===== config.mk =====
export PLATFORM = sky130hd
export DESIGN_NAME = ex_muldiv
export DESIGN_NICKNAME = d
export VERILOG_FILES = /design/src/rtl/ex_muldiv_pkg.sv /design/src/rtl/ex_muldiv_div_radix2.sv /design/src/rtl/ex_muldiv.sv
export SDC_FILE = /design/constraint.sdc
export NUM_CORES = 2
export LEC_CHECK = 0
export ABC_AREA = 0
export CORE_ASPECT_RATIO = 0.75
export CORE_MARGIN = 2
export CORE_UTILIZATION = 35
export CTS_BUF_LIST = sky130_fd_sc_hd__clkbuf_4
export DETAILED_ROUTE_END_ITERATION = 8
export HOLD_SLACK_MARGIN = 0.03
export PLACE_DENSITY = 0.52
export SETUP_SLACK_MARGIN = 0.3
export SYNTH_ARGS = -nofsm -noshare
export SYNTH_HDL_FRONTEND = slang
export SYNTH_SLANG_ARGS = --single-unit

===== constraint.sdc =====
create_clock -name clk -period 15.05 [get_ports clk]
set_input_delay 2.2575 -clock clk [delete_from_list [all_inputs] [get_ports clk]]
set_output_delay 2.2575 -clock clk [all_outputs]
set_load 0.02 [all_outputs]

===== src/rtl/ex_muldiv_pkg.sv =====
// Shared definitions for the ex_muldiv multiply/divide unit:
// operation codes, FSM state encoding and op-class helper functions.
package ex_muldiv_pkg;

    typedef enum logic [2:0] {
        OP_MUL   = 3'd0,
        OP_MULH  = 3'd1,
        OP_MULHU = 3'd2,
        OP_DIV   = 3'd3,
        OP_DIVU  = 3'd4,
        OP_MOD   = 3'd5,
        OP_MODU  = 3'd6,
        OP_RSV   = 3'd7
    } op_e;

    typedef enum logic [2:0] {
        S_IDLE = 3'd0,
        S_MUL  = 3'd1,
        S_DIV  = 3'd2,
        S_FIX  = 3'd3,
        S_DONE = 3'd4
    } state_e;

    function automatic logic is_mul(input logic [2:0] op);
        return (op == OP_MUL) || (op == OP_MULH) || (op == OP_MULHU);
    endfunction

    function automatic logic is_signed(input logic [2:0] op);
        return (op == OP_MUL) || (op == OP_MULH) || (op == OP_DIV) || (op == OP_MOD);
    endfunction

    function automatic logic is_rem(input logic [2:0] op);
        return (op == OP_MOD) || (op == OP_MODU);
    endfunction

endpackage


===== src/rtl/ex_muldiv_div_radix2.sv =====
// Iterative restoring radix-2 divider on unsigned magnitudes.
// A start pulse loads the operands; one quotient bit is produced per cycle
// and done is high during the last iteration, so quotient/remainder hold
// the final values from the following cycle on.
module div_radix2 #(
    parameter int WIDTH = 32
) (
    input  logic             clk,
    input  logic             rst,
    input  logic             flush,
    input  logic             start,
    input  logic [WIDTH-1:0] dividend,
    input  logic [WIDTH-1:0] divisor,
    output logic [WIDTH-1:0] quotient,
    output logic [WIDTH-1:0] remainder,
    output logic             done
);

    localparam int CW = $clog2(WIDTH);

    logic             busy;
    logic [CW-1:0]    cnt;
    logic [WIDTH-1:0] dvs;
    logic [WIDTH:0]   shifted;
    logic [WIDTH:0]   diff;

    assign shifted = {remainder, quotient[WIDTH-1]};
    assign diff    = shifted - {1'b0, dvs};
    assign done    = busy && (cnt == CW'(WIDTH - 1));

    // Shift-subtract iteration; a borrow in diff means the trial subtract is restored.
    always_ff @(posedge clk) begin
        if (rst || flush) begin
            busy      <= 1'b0;
            cnt       <= '0;
            quotient  <= '0;
            remainder <= '0;
            dvs       <= '0;
        end else if (start) begin
            busy      <= 1'b1;
            cnt       <= '0;
            quotient  <= dividend;
            remainder <= '0;
            dvs       <= divisor;
        end else if (busy) begin
            remainder <= diff[WIDTH] ? shifted[WIDTH-1:0] : diff[WIDTH-1:0];
            quotient  <= {quotient[WIDTH-2:0], ~diff[WIDTH]};
            cnt       <= cnt + CW'(1);
            if (done) begin
                busy <= 1'b0;
            end
        end
    end

endmodule


===== src/rtl/ex_muldiv.sv =====
// Multi-cycle multiply/divide unit for the execution stage.
// One operation in flight, valid/ready on both sides, registered writeback.
// Optional feature macro: MULDIV_EARLY_OUT_EN lets trivial divides
// (divisor zero or |dividend| < |divisor|) finish one cycle after acceptance.
module ex_muldiv #(
    parameter int DATA_WIDTH = 32,
    parameter int MUL_STAGES = 2
) (
    input  logic                  clk,
    input  logic                  rst,
    input  logic                  flush,
    input  logic                  valid_i,
    output logic                  ready_o,
    input  logic [2:0]            op_i,
    input  logic [DATA_WIDTH-1:0] reg1_i,
    input  logic [DATA_WIDTH-1:0] reg2_i,
    input  logic [4:0]            wd_i,
    input  logic                  wreg_i,
    input  logic [31:0]           inst_pc_i,
    output logic                  valid_o,
    input  logic                  ready_i,
    output logic [DATA_WIDTH-1:0] wdata_o,
    output logic [4:0]            wd_o,
    output logic                  wreg_o,
    output logic [31:0]           inst_pc_o,
    output logic                  busy_o
);

    import ex_muldiv_pkg::*;

    localparam int W   = DATA_WIDTH;
    localparam int MCW = (MUL_STAGES > 1) ? $clog2(MUL_STAGES) : 1;

    state_e           state;
    state_e           state_nxt;
    logic [2:0]       op_q;
    logic [W-1:0]     a_q;
    logic [W-1:0]     b_q;
    logic [MCW-1:0]   mul_cnt;
    logic             accept;
    logic             valid_nxt;
    logic [W-1:0]     wdata_nxt;
    logic [2:0]       src_op;
    logic [W-1:0]     src_a;
    logic [W-1:0]     src_b;
    logic             neg_a;
    logic             neg_b;
    logic [W-1:0]     mag_a;
    logic [W-1:0]     mag_b;
    logic [2*W-1:0]   prod_mag;
    logic [2*W-1:0]   prod;
    logic [W-1:0]     mul_res;
    logic             div_class;
    logic             div_start;
    logic             div_done;
    logic [W-1:0]     div_quo;
    logic [W-1:0]     div_rem;
    logic [W-1:0]     quo_fix;
    logic [W-1:0]     rem_fix;
    logic [W-1:0]     div_res;

    assign ready_o = (state == S_IDLE);
    assign busy_o  = (state != S_IDLE);
    assign accept  = valid_i && ready_o && !flush;

    // While idle the datapath looks at the request itself, otherwise at the latched copy.
    assign src_op = ready_o ? op_i   : op_q;
    assign src_a  = ready_o ? reg1_i : a_q;
    assign src_b  = ready_o ? reg2_i : b_q;

    assign neg_a = is_signed(src_op) && src_a[W-1];
    assign neg_b = is_signed(src_op) && src_b[W-1];
    assign mag_a = neg_a ? -src_a : src_a;
    assign mag_b = neg_b ? -src_b : src_b;

    assign prod_mag = {{W{1'b0}}, mag_a} * {{W{1'b0}}, mag_b};
    assign prod     = (neg_a ^ neg_b) ? -prod_mag : prod_mag;
    assign mul_res  = (src_op == OP_MUL) ? prod[W-1:0] : prod[2*W-1:W];

    // Divide-by-zero overrides the sign fix-up: all-ones quotient, dividend as remainder.
    assign quo_fix = (src_b == '0) ? {W{1'b1}} : ((neg_a ^ neg_b) ? -div_quo : div_quo);
    assign rem_fix = (src_b == '0) ? src_a : (neg_a ? -div_rem : div_rem);
    assign div_res = is_rem(src_op) ? rem_fix : quo_fix;

    assign div_class = !is_mul(op_i) && (op_i != OP_RSV);

`ifdef MULDIV_EARLY_OUT_EN
    logic         early_hit;
    logic [W-1:0] early_res;

    assign early_hit = (mag_b == '0) || (mag_a < mag_b);
    assign early_res = is_rem(src_op) ? src_a : ((mag_b == '0) ? {W{1'b1}} : {W{1'b0}});
    assign div_start = accept && div_class && !early_hit;
`else
    assign div_start = accept && div_class;
`endif

    div_radix2 #(
        .WIDTH(W)
    ) u_div (
        .clk       (clk),
        .rst       (rst),
        .flush     (flush),
        .start     (div_start),
        .dividend  (mag_a),
        .divisor   (mag_b),
        .quotient  (div_quo),
        .remainder (div_rem),
        .done      (div_done)
    );

    // State register.
    always_ff @(posedge clk) begin
        if (rst) begin
            state <= S_IDLE;
        end else begin
            state <= state_nxt;
        end
    end

    // Next-state and next-result decode; flush overrides everything.
    always_comb begin
        state_nxt = state;
        wdata_nxt = wdata_o;
        case (state)
            S_IDLE: begin
                if (accept) begin
                    if (is_mul(op_i)) begin
                        if (MUL_STAGES == 1) begin
                            state_nxt = S_DONE;
                            wdata_nxt = mul_res;
                        end else begin
                            state_nxt = S_MUL;
                        end
                    end else if (op_i == OP_RSV) begin
                        state_nxt = S_DONE;
                        wdata_nxt = '0;
                    end else begin
`ifdef MULDIV_EARLY_OUT_EN
                        if (early_hit) begin
                            state_nxt = S_DONE;
                            wdata_nxt = early_res;
                        end else begin
                            state_nxt = S_DIV;
                        end
`else
                        state_nxt = S_DIV;
`endif
                    end
                end
            end
            S_MUL: begin
                if (mul_cnt == MCW'(MUL_STAGES - 2)) begin
                    state_nxt = S_DONE;
                    wdata_nxt = mul_res;
                end
            end
            S_DIV: begin
                if (div_done) begin
                    state_nxt = S_FIX;
                end
            end
            S_FIX: begin
                state_nxt = S_DONE;
                wdata_nxt = div_res;
            end
            S_DONE: begin
                if (ready_i) begin
                    state_nxt = S_IDLE;
                end
            end
            default: begin
                state_nxt = S_IDLE;
            end
        endcase
        if (flush) begin
            state_nxt = S_IDLE;
        end
        valid_nxt = (state_nxt == S_DONE);
    end

    // Registered result and valid; held unchanged while waiting in DONE.
    always_ff @(posedge clk) begin
        if (rst) begin
            valid_o <= 1'b0;
            wdata_o <= '0;
        end else begin
            valid_o <= valid_nxt;
            wdata_o <= wdata_nxt;
        end
    end

    // Capture the request operands and writeback tag on acceptance.
    always_ff @(posedge clk) begin
        if (rst) begin
            op_q      <= '0;
            a_q       <= '0;
            b_q       <= '0;
            wd_o      <= '0;
            wreg_o    <= 1'b0;
            inst_pc_o <= '0;
        end else if (accept) begin
            op_q      <= op_i;
            a_q       <= reg1_i;
            b_q       <= reg2_i;
            wd_o      <= wd_i;
            wreg_o    <= wreg_i;
            inst_pc_o <= inst_pc_i;
        end
    end

    // Cycles spent in MUL, restarting from zero whenever the state is left.
    always_ff @(posedge clk) begin
        if (rst) begin
            mul_cnt <= '0;
        end else if (state == S_MUL) begin
            mul_cnt <= mul_cnt + MCW'(1);
        end else begin
            mul_cnt <= '0;
        end
    end

endmodule


==> results.sh <==
export IMPL_via_per_inst=5.45
export IMPL_ant_nets=0
export IMPL_worst_setup_path_type="primary input to flip-flop"
export IMPL_antenna_found_initial=8
export IMPL_synth_simple_area_share_pct=17.9
export IMPL_setup_tns_ps=0
export IMPL_h_tree_depth=2
export IMPL_min_path_type="flip-flop to flip-flop"
export IMPL_crit_slowest_cell="xnor2_1"
export IMPL_synth_ff_type="dfxtp_1"
export IMPL_rsz0062_at_grt="false"
export IMPL_fmax_mhz=72.2
export IMPL_synth_nets=7489
export IMPL_cp_arrival_ps=14650
export IMPL_grt_ovfl_total=0
export IMPL_synth_edf_count=0
export IMPL_relSlewSlack_pct=6.50
export IMPL_synth_top_family_by_area="adder cells"
export IMPL_crit_path_end="wdata_o[31]"
export IMPL_routed_via_count=45000
export IMPL_setup_worst_path_start_class="primary input"
export IMPL_synthArstFlopShare_pct=0
export IMPL_clkSlewWorstSetupHoldPaths_ps=80
export IMPL_ys_ff_latch=244
export IMPL_finalSetupViolCount=0
export IMPL_fp_dieW_microns=442
export IMPL_crit_start="op_i[1]"
export IMPL_period_minus_slack_ps=13850
export IMPL_synthAdderAreaFrac_pct=43.2
export IMPL_fillers=14700
export IMPL_drc=0
export IMPL_cts_buffers=59
export IMPL_gp_congestion=0.991
export IMPL_cts_tree="yes"
export IMPL_grt_pass1_vias=44800
export IMPL_regToRegSetupSlack_ps=1730
export IMPL_io_pins=183
export IMPL_syn2layout_area_growth_pct=11.8
export IMPL_hold_violations=0
export IMPL_drv_slew=0
export IMPL_crit_top_cell="fa_1"
export IMPL_end_kind="flip-flop"
export IMPL_port_buffers=182
export IMPL_final_period_utilization_pct=92.0
export IMPL_synthXorXnorAreaFrac_pct=5.17
export IMPL_clk_latency_ps=880
export IMPL_r2r_start="state[0]"
export IMPL_crit_required_ps=15850
export IMPL_grt_max_degree=96
export IMPL_design_core_area_sq_um=143000
export IMPL_worst_clock_skew_ps=90.9
export IMPL_maxCapViolations=0
export IMPL_layout_drive_gt1_share_pct=7.63
export IMPL_cts_sinks=244
export IMPL_initial_core_util_pct=35.2
export IMPL_drt_wirelength_per_cell_microns=25.5
export IMPL_synth_compound_area_share_pct=11.4
export IMPL_ys_seq_area_share_pct=9.71
export IMPL_yosysWarnings=0
export IMPL_slowest_delay_ps=930
export IMPL_synth_cells=6180
export IMPL_cts_resized=0
export IMPL_clockBufferDepth=3
export IMPL_worst_pin_slew_ps=1390
export IMPL_wl_mm=210
export IMPL_die_area_sq_um=147000
export IMPL_syn_avg_cell_area_sq_um=8.14
export IMPL_first_pass_iters=6
export IMPL_rr_worst_depth=41
export IMPL_drt_initial_drc_count=4750
export IMPL_row_count=120
export IMPL_grtUsageTotal_pct=28.6
export IMPL_r2r_end="wdata_o[31]"
export IMPL_netlist_area_sq_um=50300
export IMPL_cts_root_buf="clkbuf_4"
export IMPL_place_hpwl_mm=176
export IMPL_status="finished clean"
export IMPL_grt_pass1_wl_mm=311
export IMPL_layout_nets=7626
export IMPL_cp_max_fo=30
export IMPL_synthMuxAreaShare_pct=2.48
export IMPL_die_y_microns=332
export IMPL_cts_setup_buffers=0
export IMPL_synth_distinct_cells=105
export IMPL_hold_buffers=0
[area by class of cell]
class	instances	area, sq um	share of cell area (%)
well taps	1891	2370	4.21
diodes	2	5.00	0.00890
clock inverters	11	104	0.185
flip-flops and latches	244	4890	8.69
clock buffers	91	683	1.21
inverters	948	3560	6.33
multi-input cells	4634	40900	72.7
repair buffers	430	3750	6.67
[cells in the mapped netlist (16+ instances only)]
cell	n	area, sq um
a211oi_1	67	503
inv_1	946	3550
o211ai_1	26	195
nor2b_1	16	100
nor2_1	811	3040
o21ai_0	148	741
nand3_1	46	230
dfxtp_1	244	4880
or3_1	22	138
and3_1	32	200
a21o_1	36	270
buf_2	88	440
a21oi_1	367	1840
mux2i_1	120	1200
fa_1	897	18000
clkbuf_1	236	886
o221ai_1	25	219
nand4_1	36	225
a31oi_1	43	269
and2_1	33	206
nand2_1	887	3330
or4_1	24	180
nand2b_1	46	288
o31ai_1	25	188
ha_1	302	3780
nor3_1	67	335
xor2_1	124	1090
xnor2_1	171	1500
o21a_1	27	203
[per-stage QoR]
stage / hold slack, ps / utilization, % / instance area, sq um / instances / setup WS (ps)
2_1_floorplan: 436 / - / 50300 / 6180 / 2710
3_3_place_gp: 441 / 38.8 / 55400 / 8146 / 61.4
3_5_place_dp: 446 / 38.8 / 55500 / 8147 / 559
4_1_cts: 456 / 39.4 / 56300 / 8249 / 1380
5_1_grt: 473 / 39.4 / 56300 / 8249 / 722
6_report: 454 / 39.4 / 56300 / 8251 / 1200
[cell families after synthesis]
group	count (synthesis)
muxes	124
xor gates and xnor gates	296
DFF	244
adders and majority gates	1200
AOI/OAI and AO/OA	912
and+or+nand+nor	2102
buffers and inverters	1302
[state kept, by name (all words and copies together) (netlist names), 5 cells and up]
name / count
wd_o: 5
u_div.cnt: 5
inst_pc_o: 32
u_div.quotient: 32
u_div.remainder: 32
u_div.dvs: 32
b_q: 32
a_q: 32
wdata_o: 32
[how the worst min path moves through the flow]
stage / end / slack (ps) / from / depth (start not counted)
floorplan: a_q[10] / 440 / a_q[10] / 2
global placement: inst_pc_o[5] / 440 / inst_pc_o[5] / 2
detailed placement: a_q[24] / 450 / a_q[24] / 2
CTS: a_q[24] / 460 / a_q[24] / 2
global route: inst_pc_o[25] / 470 / inst_pc_o[25] / 2
finish: a_q[11] / 450 / a_q[11] / 2
[placed cells by master, fill, tap and decap left out, drive strengths merged, types with 71 or more instances in the layout]
| master | instances |
|---|---|
| inv | 948 |
| fa | 897 |
| nand2 | 888 |
| nor2 | 812 |
| a21oi | 370 |
| ha | 302 |
| buf | 249 |
| dfxtp | 244 |
| clkdlybuf4s50 | 181 |
| xnor2 | 172 |
| o21ai | 164 |
| xor2 | 124 |
| mux2i | 120 |
| clkbuf | 91 |
| nor3 | 71 |
[routing by layer]
layer / vias to the layer above / track usage (%) / share of wire (%)
met1: 22500 / 43.6 / 47
met4: 8 / 5.56 / 2.2
met3: 237 / 11.5 / 14
met2: 2384 / 37.0 / 37
met5: - / 0 / 0.026
li1: 19800 / - / -
[critical path, delay by kind of cell]
family,cells,cell delay [ps]
xor+xnor,2,1200
fa+ha+maj,10,4910
simple gates,8,2480
buf+inv,5,1170
compound gates,9,2570
Power is not shown: default switching activity piles up to over one toggle a cycle in this logic, so the estimate is an artifact.
